File: src/rtl/branch_resolve.sv
// Branch resolution at the EX/MEM boundary: decides taken/not-taken, computes the target,
// owns the NZVC flag register and sequences the post-redirect pipeline flush.
module branch_resolve #(
  parameter int unsigned FLUSH_CYCLES = 2,
  parameter int unsigned CNT_W        = 32
) (
  input  logic             clk,
  input  logic             reset,
  input  logic             valid_in,
  input  logic [63:0]      pc_in,
  input  logic [25:0]      BR_addr,
  input  logic [18:0]      COND_BR_addr,
  input  logic             UnCondBr,
  input  logic             cbz,
  input  logic             cond,
  input  logic             update,
  input  logic             negative,
  input  logic             zero,
  input  logic             overflow,
  input  logic             carry,
  output logic [63:0]      new_pc2,
  output logic             BrTaken,
  output logic             flush,
  output logic [3:0]       flags_q,
  output logic [CNT_W-1:0] taken_cnt
);

  localparam int unsigned FlushCntW = 3;
  localparam logic [FlushCntW-1:0] FlushLoad =
      FlushCntW'(FLUSH_CYCLES > 1 ? FLUSH_CYCLES - 2 : 0);

  typedef enum logic [1:0] {StIdle, StRedirect, StFlush} state_e;

  state_e               state_q, state_d;
  logic [FlushCntW-1:0] cnt_q, cnt_d;
  logic [63:0]          new_pc2_q, new_pc2_d;
  logic [3:0]           flags_d;
  logic [CNT_W-1:0]     taken_cnt_q, taken_cnt_d;

  logic        flag_upd;
  logic        n_eff;
  logic        v_eff;
  logic        taken;
  logic [63:0] offset;
  logic [63:0] target;

  // Flag register with same-cycle bypass into the condition evaluation.
  always_comb begin
    flag_upd = valid_in & update;
    flags_d  = flag_upd ? {negative, zero, overflow, carry} : flags_q;
    n_eff    = flag_upd ? negative : flags_q[3];
    v_eff    = flag_upd ? overflow : flags_q[1];
  end

  // Branch types are resolved in priority order UnCondBr > cbz > cond.
  always_comb begin
    taken = 1'b0;
    if (valid_in && (state_q == StIdle)) begin
      if (UnCondBr) begin
        taken = 1'b1;
      end else if (cbz) begin
        taken = zero;
      end else if (cond) begin
        taken = n_eff ^ v_eff;
      end
    end
  end

  always_comb begin
    if (UnCondBr) begin
      offset = {{36{BR_addr[25]}}, BR_addr, 2'b00};
    end else begin
      offset = {{43{COND_BR_addr[18]}}, COND_BR_addr, 2'b00};
    end
    target = pc_in + offset;
  end

  always_comb begin
    new_pc2_d   = taken ? target : new_pc2_q;
    taken_cnt_d = taken_cnt_q;
    if (taken && (taken_cnt_q != {CNT_W{1'b1}})) begin
      taken_cnt_d = taken_cnt_q + CNT_W'(1);
    end
  end

  always_comb begin
    state_d = state_q;
    cnt_d   = cnt_q;
    unique case (state_q)
      StIdle: begin
        if (taken) begin
          state_d = StRedirect;
        end
      end
      StRedirect: begin
        if (FLUSH_CYCLES <= 1) begin
          state_d = StIdle;
        end else begin
          cnt_d   = FlushLoad;
          state_d = StFlush;
        end
      end
      StFlush: begin
        if (cnt_q == '0) begin
          state_d = StIdle;
        end else begin
          cnt_d = cnt_q - FlushCntW'(1);
        end
      end
      default: begin
        state_d = StIdle;
        cnt_d   = '0;
      end
    endcase
  end

  always_ff @(posedge clk) begin
    if (reset) begin
      state_q     <= StIdle;
      cnt_q       <= '0;
      new_pc2_q   <= '0;
      flags_q     <= '0;
      taken_cnt_q <= '0;
    end else begin
      state_q     <= state_d;
      cnt_q       <= cnt_d;
      new_pc2_q   <= new_pc2_d;
      flags_q     <= flags_d;
      taken_cnt_q <= taken_cnt_d;
    end
  end

  // Outputs decode directly from registered state, so they are glitch-free.
  always_comb begin
    new_pc2   = new_pc2_q;
    BrTaken   = (state_q == StRedirect);
    flush     = (state_q != StIdle);
    taken_cnt = taken_cnt_q;
  end

endmodule

File: config.mk
export PLATFORM = sky130hd
export DESIGN_NAME = branch_resolve
export DESIGN_NICKNAME = d
export VERILOG_FILES = /design/src/rtl/branch_resolve.sv
export SDC_FILE = /design/constraint.sdc
export NUM_CORES = 1
export LEC_CHECK = 0
export CAP_MARGIN = 20
export CORE_MARGIN = 5
export CORE_UTILIZATION = 35
export DETAILED_ROUTE_END_ITERATION = 8
export RECOVER_POWER = 50
export SETUP_SLACK_MARGIN = 0.1
export SLEW_MARGIN = 20
export SYNTH_ARGS = -nofsm -noshare
export SYNTH_HDL_FRONTEND = slang
export SYNTH_SLANG_ARGS = --single-unit
File: constraint.sdc
create_clock -name clk -period 6.3 [get_ports clk]
set_input_delay 1.26 -clock clk [delete_from_list [all_inputs] [get_ports clk]]
set_output_delay 1.26 -clock clk [all_outputs]
set_load 0.02 [all_outputs]
==> results.toml <==
[status]
status = "complete, but fails checks"
violations = "max-capacitance violations, max-slew violations"

[global_routing]
antenna_found_initial = 1
track_usage = 0.195
grt_pass1_wl_um = 41500
grt_pass1_vias = 7784
grt_overflow = 0
grt_max_degree = 51

[pwr]
switchingPower_uw = 799
switching_share = 0.372
leakage_nw = 4.32
seqPwrFrac = 0.342
ir_drop_mv = 0.134
p_int_mw = 1.35
clock_power_share = 0.276
pwr-share-comb = 0.382
cellPowerDensity_mw_per_mm2 = 204

[cts]
cts_tree = "done"
clock-root-buffer = "clkbuf_16"
clockBufferDepth = 2
cts_setup_buffers = 0
cts_buffers = 9
clock_latency_ps = 360
clk_pin_slew_ps = 90
ctsResizeCount = 0
holdBufCountCts = 0
numClockSinks = 105
h-tree-depth = 3

[worst_setup_path]
startpoint_type = "input port"
required_ps = 6560
cp_max_fo = 26
cp-startpoint = "UnCondBr"
ff2ff_setup_slack_ps = 2880
reg2reg_depth = 9
reg2reg_to = "new_pc2[58]"
critical_path_class = "in2reg"
crit_path_end_kind = "flip-flop"
regToRegStartpoint = "flags_q[3]"
arrival_ps = 5570

[yosys]
ys.flop_type = "dfxtp_1"
synth-edff-count = 0
syn_nets = 1218
ys_seq_area_frac = 0.269
ys_types = 69
ys_warn_count = 0
syn_area_mm2 = 0.00780
synth.avg_cell_area_um2 = 7.55
synthCells = 1033
async_flop_share = 0
synth-seq-cells = 105

[hold_path]
min_to = "new_pc2[5]"
hold_depth = 2
hp-class = "reg2reg"
min-delay-start = "new_pc2[5]"

[floorplanning]
num_io_pins = 222
row_count = 54
fp.dieW_um = 159
die_area_mm2 = 0.0254
initial_core_util = 0.356
core_area_mm2 = 0.0219
die_h_um = 159

[drt]
via_count = 8096
wl_per_cell_um = 17.2
first_pass_iters = 6
wl_um = 25900
drcViolationCount = 0
ant_nets = 0
via_per_inst = 5.37
detailedRoute.firstIterationViolations = 513

[place]
dpl.hpwl_um = 20300
pre_cts_ws_ps = 694
gp_congestion = 0.930
portBuffers = 221

[timing]
maxSlewHeadroom = -0.509
fmax_mhz = 188
hold_viol_final = 0
fin_crit_sh = 0.843
drv_slew = 92
finalSetupViolCount = 0
skew_ps = 7.82
rsz0062_at_grt = "no"
setup_tns_ps = 0
worst_slew_pin_slew_ps = 2260
fin_ws_ps = 986
period_needed_ps = 5310

[finish]
syn_to_final_growth_pct = 34.9
fin_nets = 1406
layout_common_cells = "nand2_1 (160), clkdlybuf4s50_1 (125), a21oi_1 (121)"
drive_above_1_share = 0.0481
fillerInstances = 2221
mostFrequentLayoutCell = "nand2_1"

[job]
maxCapViolations = 2
[critical path, stage by stage]
cell and delay (ps):
clkdlybuf4s50_1 500, buf_4 370, mux2_2 390, ha_1 410, nand4_1 190, nor3_1 280, nand2_1 90, a21oi_1 350
o21ai_1 250, a211oi_1 520, a21boi_1 220, o21ai_1 260, a2111oi_0 150, a211o_1 310
[stage by stage]
step,util,hold slack (ps),cells,total power [mW],instance area (µm²)
after floorplan,-,480,1033,1.27,7800
after global placement,0.467,440,1490,1.59,10200
after detailed placement,0.467,444,1490,1.58,10200
after CTS,0.481,454,1506,2.20,10500
after global routing,0.481,468,1507,2.28,10500
final,0.481,449,1507,2.15,10500
[per-layer routing]
metal  GRT usage  vias to the layer above  routed length, µm
li1            -                     4100                  -
met1       0.261                     3737              12100
met2       0.322                      225              12000
met3      0.0344                       34               1260
met4      0.0582                        0                563
met5           0                        -                  0
[worst max path at each step]
stage / endpoint / slack (ps) / depth (start not counted)
CTS: new_pc2[55] / 1060 / 14
global placement: new_pc2[61] / 750 / 15
floorplan: new_pc2[55] / 1010 / 16
detailed placement: new_pc2[55] / 690 / 14
finish: new_pc2[61] / 990 / 14
global route: new_pc2[61] / 620 / 15
[Yosys cell counts, types with 5 or more instances]
master,number,area (µm²)
nor3_1,30,150
and4_1,6,52.6
ha_1,64,801
xnor2_1,37,324
o21bai_1,8,60.1
o21ai_1,5,25.0
o31ai_1,5,37.5
and2_1,9,56.3
o21ai_0,49,245
nor2b_1,12,75.1
nand2b_1,9,56.3
or3_1,11,68.8
dfxtp_1,105,2100
mux2_2,17,191
nand4_1,25,156
xor2_1,35,307
o21a_1,11,82.6
clkbuf_1,48,180
a211oi_1,8,60.1
nand3_1,39,195
and3_1,10,62.6
o211ai_1,9,67.6
nor2_1,69,259
a21o_1,26,195
a21oi_1,121,606
inv_1,24,90.1
nand2_1,160,601
a31oi_1,9,56.3
[cell families after synthesis]
logic type	count (synthesis)	share of synthesized area
simple gates	402	0.244
compound gates	293	0.236
flops	105	0.269
buf+inv	77	0.0375
xor+xnor	72	0.0808
fa+ha+maj	65	0.105
mux	19	0.0271
[layout make-up]
| cell class | count | area [µm²] | share of cell area |
|---|---|---|---|
| well taps | 280 | 350 | 0.0333 |
| flip-flops and latches | 105 | 2100 | 0.200 |
| clock buffers | 9 | 225 | 0.0214 |
| multi-input cells | 851 | 5410 | 0.514 |
| clock inverters | 7 | 77.6 | 0.00737 |
| inverters | 25 | 93.8 | 0.00891 |
| repair buffers | 229 | 2260 | 0.215 |
| diodes | 1 | 2.50 | 0.000238 |
[state kept, by name, summed over array words and instances (netlist names)]
name / cells
new_pc2: 64
flags_q: 4
taken_cnt: 32
cnt_q: 3
state_q: 2
[power groups by stage]
stage	logic (mW)	registers [mW]	clock network, mW
after floorplan	0.472	0.803	0
after global placement	0.835	0.753	0
after detailed placement	0.830	0.753	0
after CTS	0.837	0.738	0.620
after global routing	0.900	0.741	0.638
final	0.821	0.735	0.593
Note: power is estimated with default switching activity, not from simulation.
==> variant: new RTL, same flow settings <==
Re-encode `state_e` (3 states) as one-hot, 3 bits wide.
--- a/src/rtl/branch_resolve.sv
+++ b/src/rtl/branch_resolve.sv
@@ -31,3 +31,3 @@
 
-  typedef enum logic [1:0] {StIdle, StRedirect, StFlush} state_e;
+  typedef enum logic [2:0] {StIdle = 3'b001, StRedirect = 3'b010, StFlush = 3'b100} state_e;
 
Formal check against the unedited RTL: same outputs for any inputs over 10 cycles, from zero or initial values and one cycle with reset high; not proved beyond that.
==> variant against the original RTL <==
The flow still finishes with violations (capacitance limit, slew limit). Total power up 0.50%. Utilization down 0.50 points. Synthesized area up 4.0%. Routed wire length up 3.5%. Final area up 2.7%. Sequential cell count up 1. Critical endpoint is now new_pc2[56]. Via count up 5.7%. Global-route usage up 0.11 points. Critical path type unchanged. Worst setup slack worse by 0.013 ns.
==> variant: results (changes against the original RTL) <==
outcome=finished, violations left; failing checks=capacitance limit, slew limit; global placer's final weighted congestion=0.902 (-3.0%); setup TNS=0 ns (unchanged); met1 global-route usage=0.265 (+0.00385); drt first pass iters=5 (-1); largest net degree at the start of global routing=96 (+88%); r2r setup slk=2.70 ns (-0.18 ns); Via density=5.46 (+1.7%); Routed WL=26800 µm (+3.5%); Resize count post-CTS=0 (unchanged); Iteration-0 DRC Markers=541 (+5.5%); syn_nets=1285 (+5.5%); Metal-1 WL=12400 µm (+2.9%); M3 GR Usage=0.0472 (+0.0128); Worst IR Drop VDD=0.109 mV (-19%); Max Slew Vio Count=96 (+4.3%); library cells used by synthesis=71 (+2.9%); switching part of the total=0.374 (+0.00235); GRT Overall Usage=0.196 (+0.00112); post-route cell area=10800 µm² (+2.7%); sequential area share after synthesis=0.261 (-0.00796); Hold Path Origin=new_pc2[13]; clock share of power=0.277 (about the same); critical path arrival=5.58 ns (about the same); Hold EP=new_pc2[13]; DR WL met3=1680 µm (+33%); Top Layer Used=met5; NumNets Final=1460 (+3.8%); R2R depth=8 (-1); Max-Cap Viols=1 (-1); GR Util met2=0.318 (-0.00384); net switching power figure=0.000808 W (+1.1%); number of global-route vias before repair=8339 (+7.1%); Worst R2R Start=flags_q[1]; # fillers=2254 (+1.5%); CP max FO=28 (+7.7%); first-pass GRT wire length=42500 µm (+2.6%); CTS Buf Count=9 (unchanged); Synth top cells by count=163 x nand2_1, 136 x a21oi_1, 106 x dfxtp_1; Clock transition at path regs=around 0.08 ns; r2r endpoint=taken_cnt[29]; met2 wire len=12300 µm (+2.2%); post-DP HPWL=20400 µm (+0.42%); Max Clock Skew=0.00834 ns (+0.000525 ns); Pleak=4.36 nW (+0.99%); synth top area cells=dfxtp_1 26%, ha_1 9.9%, a21oi_1 8.4%; layout cells sized above 1=0.0484 (+0.000314); initial antenna violation count=2 (+1); worst slew pin tran=4.63 ns (+2.37 ns); Clock Path Buffers=2 (unchanged); Slowest cell on crit path=clkdlybuf4s50_1
variant: cell types whose count changed after synthesis, sizes merged, moves of 7 or more:
| cell | unedited run | this run |
|---|---|---|
| nor2 | 69 | 76 |
| o21bai | 8 | 18 |
| nand3 | 39 | 47 |
| a21oi | 123 | 136 |
| o21ai | 54 | 63 |
| clkbuf | 48 | 55 |
| xor2 | 35 | 28 |
| nand4 | 25 | 39 |
variant: per-stage QoR:
stage | cells | worst slack (ns) | hold slack, ns
finish | 1566 | 0.973 | 0.451
global route | 1566 | 0.473 | 0.472
CTS | 1565 | 0.939 | 0.456
detailed placement | 1549 | 0.609 | 0.443
global placement | 1549 | 0.663 | 0.439
floorplan | 1100 | 1.30 | 0.465
variant: how the worst max path moves through the flow:
stage,endpoint,depth (start not counted)
floorplan,new_pc2[63],16
global placement,new_pc2[56],15
global route,new_pc2[56],4
CTS,new_pc2[56],15
finish,new_pc2[56],15
detailed placement,new_pc2[56],15
variant: cell type report:
cell class / count / share of cell area
Multi-Input combinational cell: 901 / 0.523
Timing Repair Buffer: 229 / 0.210
Sequential cell: 106 / 0.196
Tap cell: 285 / 0.0330
Clock buffer: 9 / 0.0208
Inverter: 28 / 0.00972
Clock inverter: 7 / 0.00764
Antenna cell: 1 / 0.000232
variant: kinds of logic (layout without fill, tap and decap cells):
| group | after synthesis | in the layout | synth area share |
|---|---|---|---|
| AND/OR/NAND/NOR | 433 | 433 | 0.257 |
| AO/OA/AOI/OAI | 317 | 317 | 0.238 |
| flip-flops | 106 | 106 | 0.261 |
| buffers and inverters | 93 | 273 | 0.0438 |
| adder cells (fa/ha/maj) | 65 | 65 | 0.101 |
| XOR/XNOR | 65 | 65 | 0.0701 |
| multiplexers | 21 | 21 | 0.0285 |
| other | 0 | 1 | 0 |
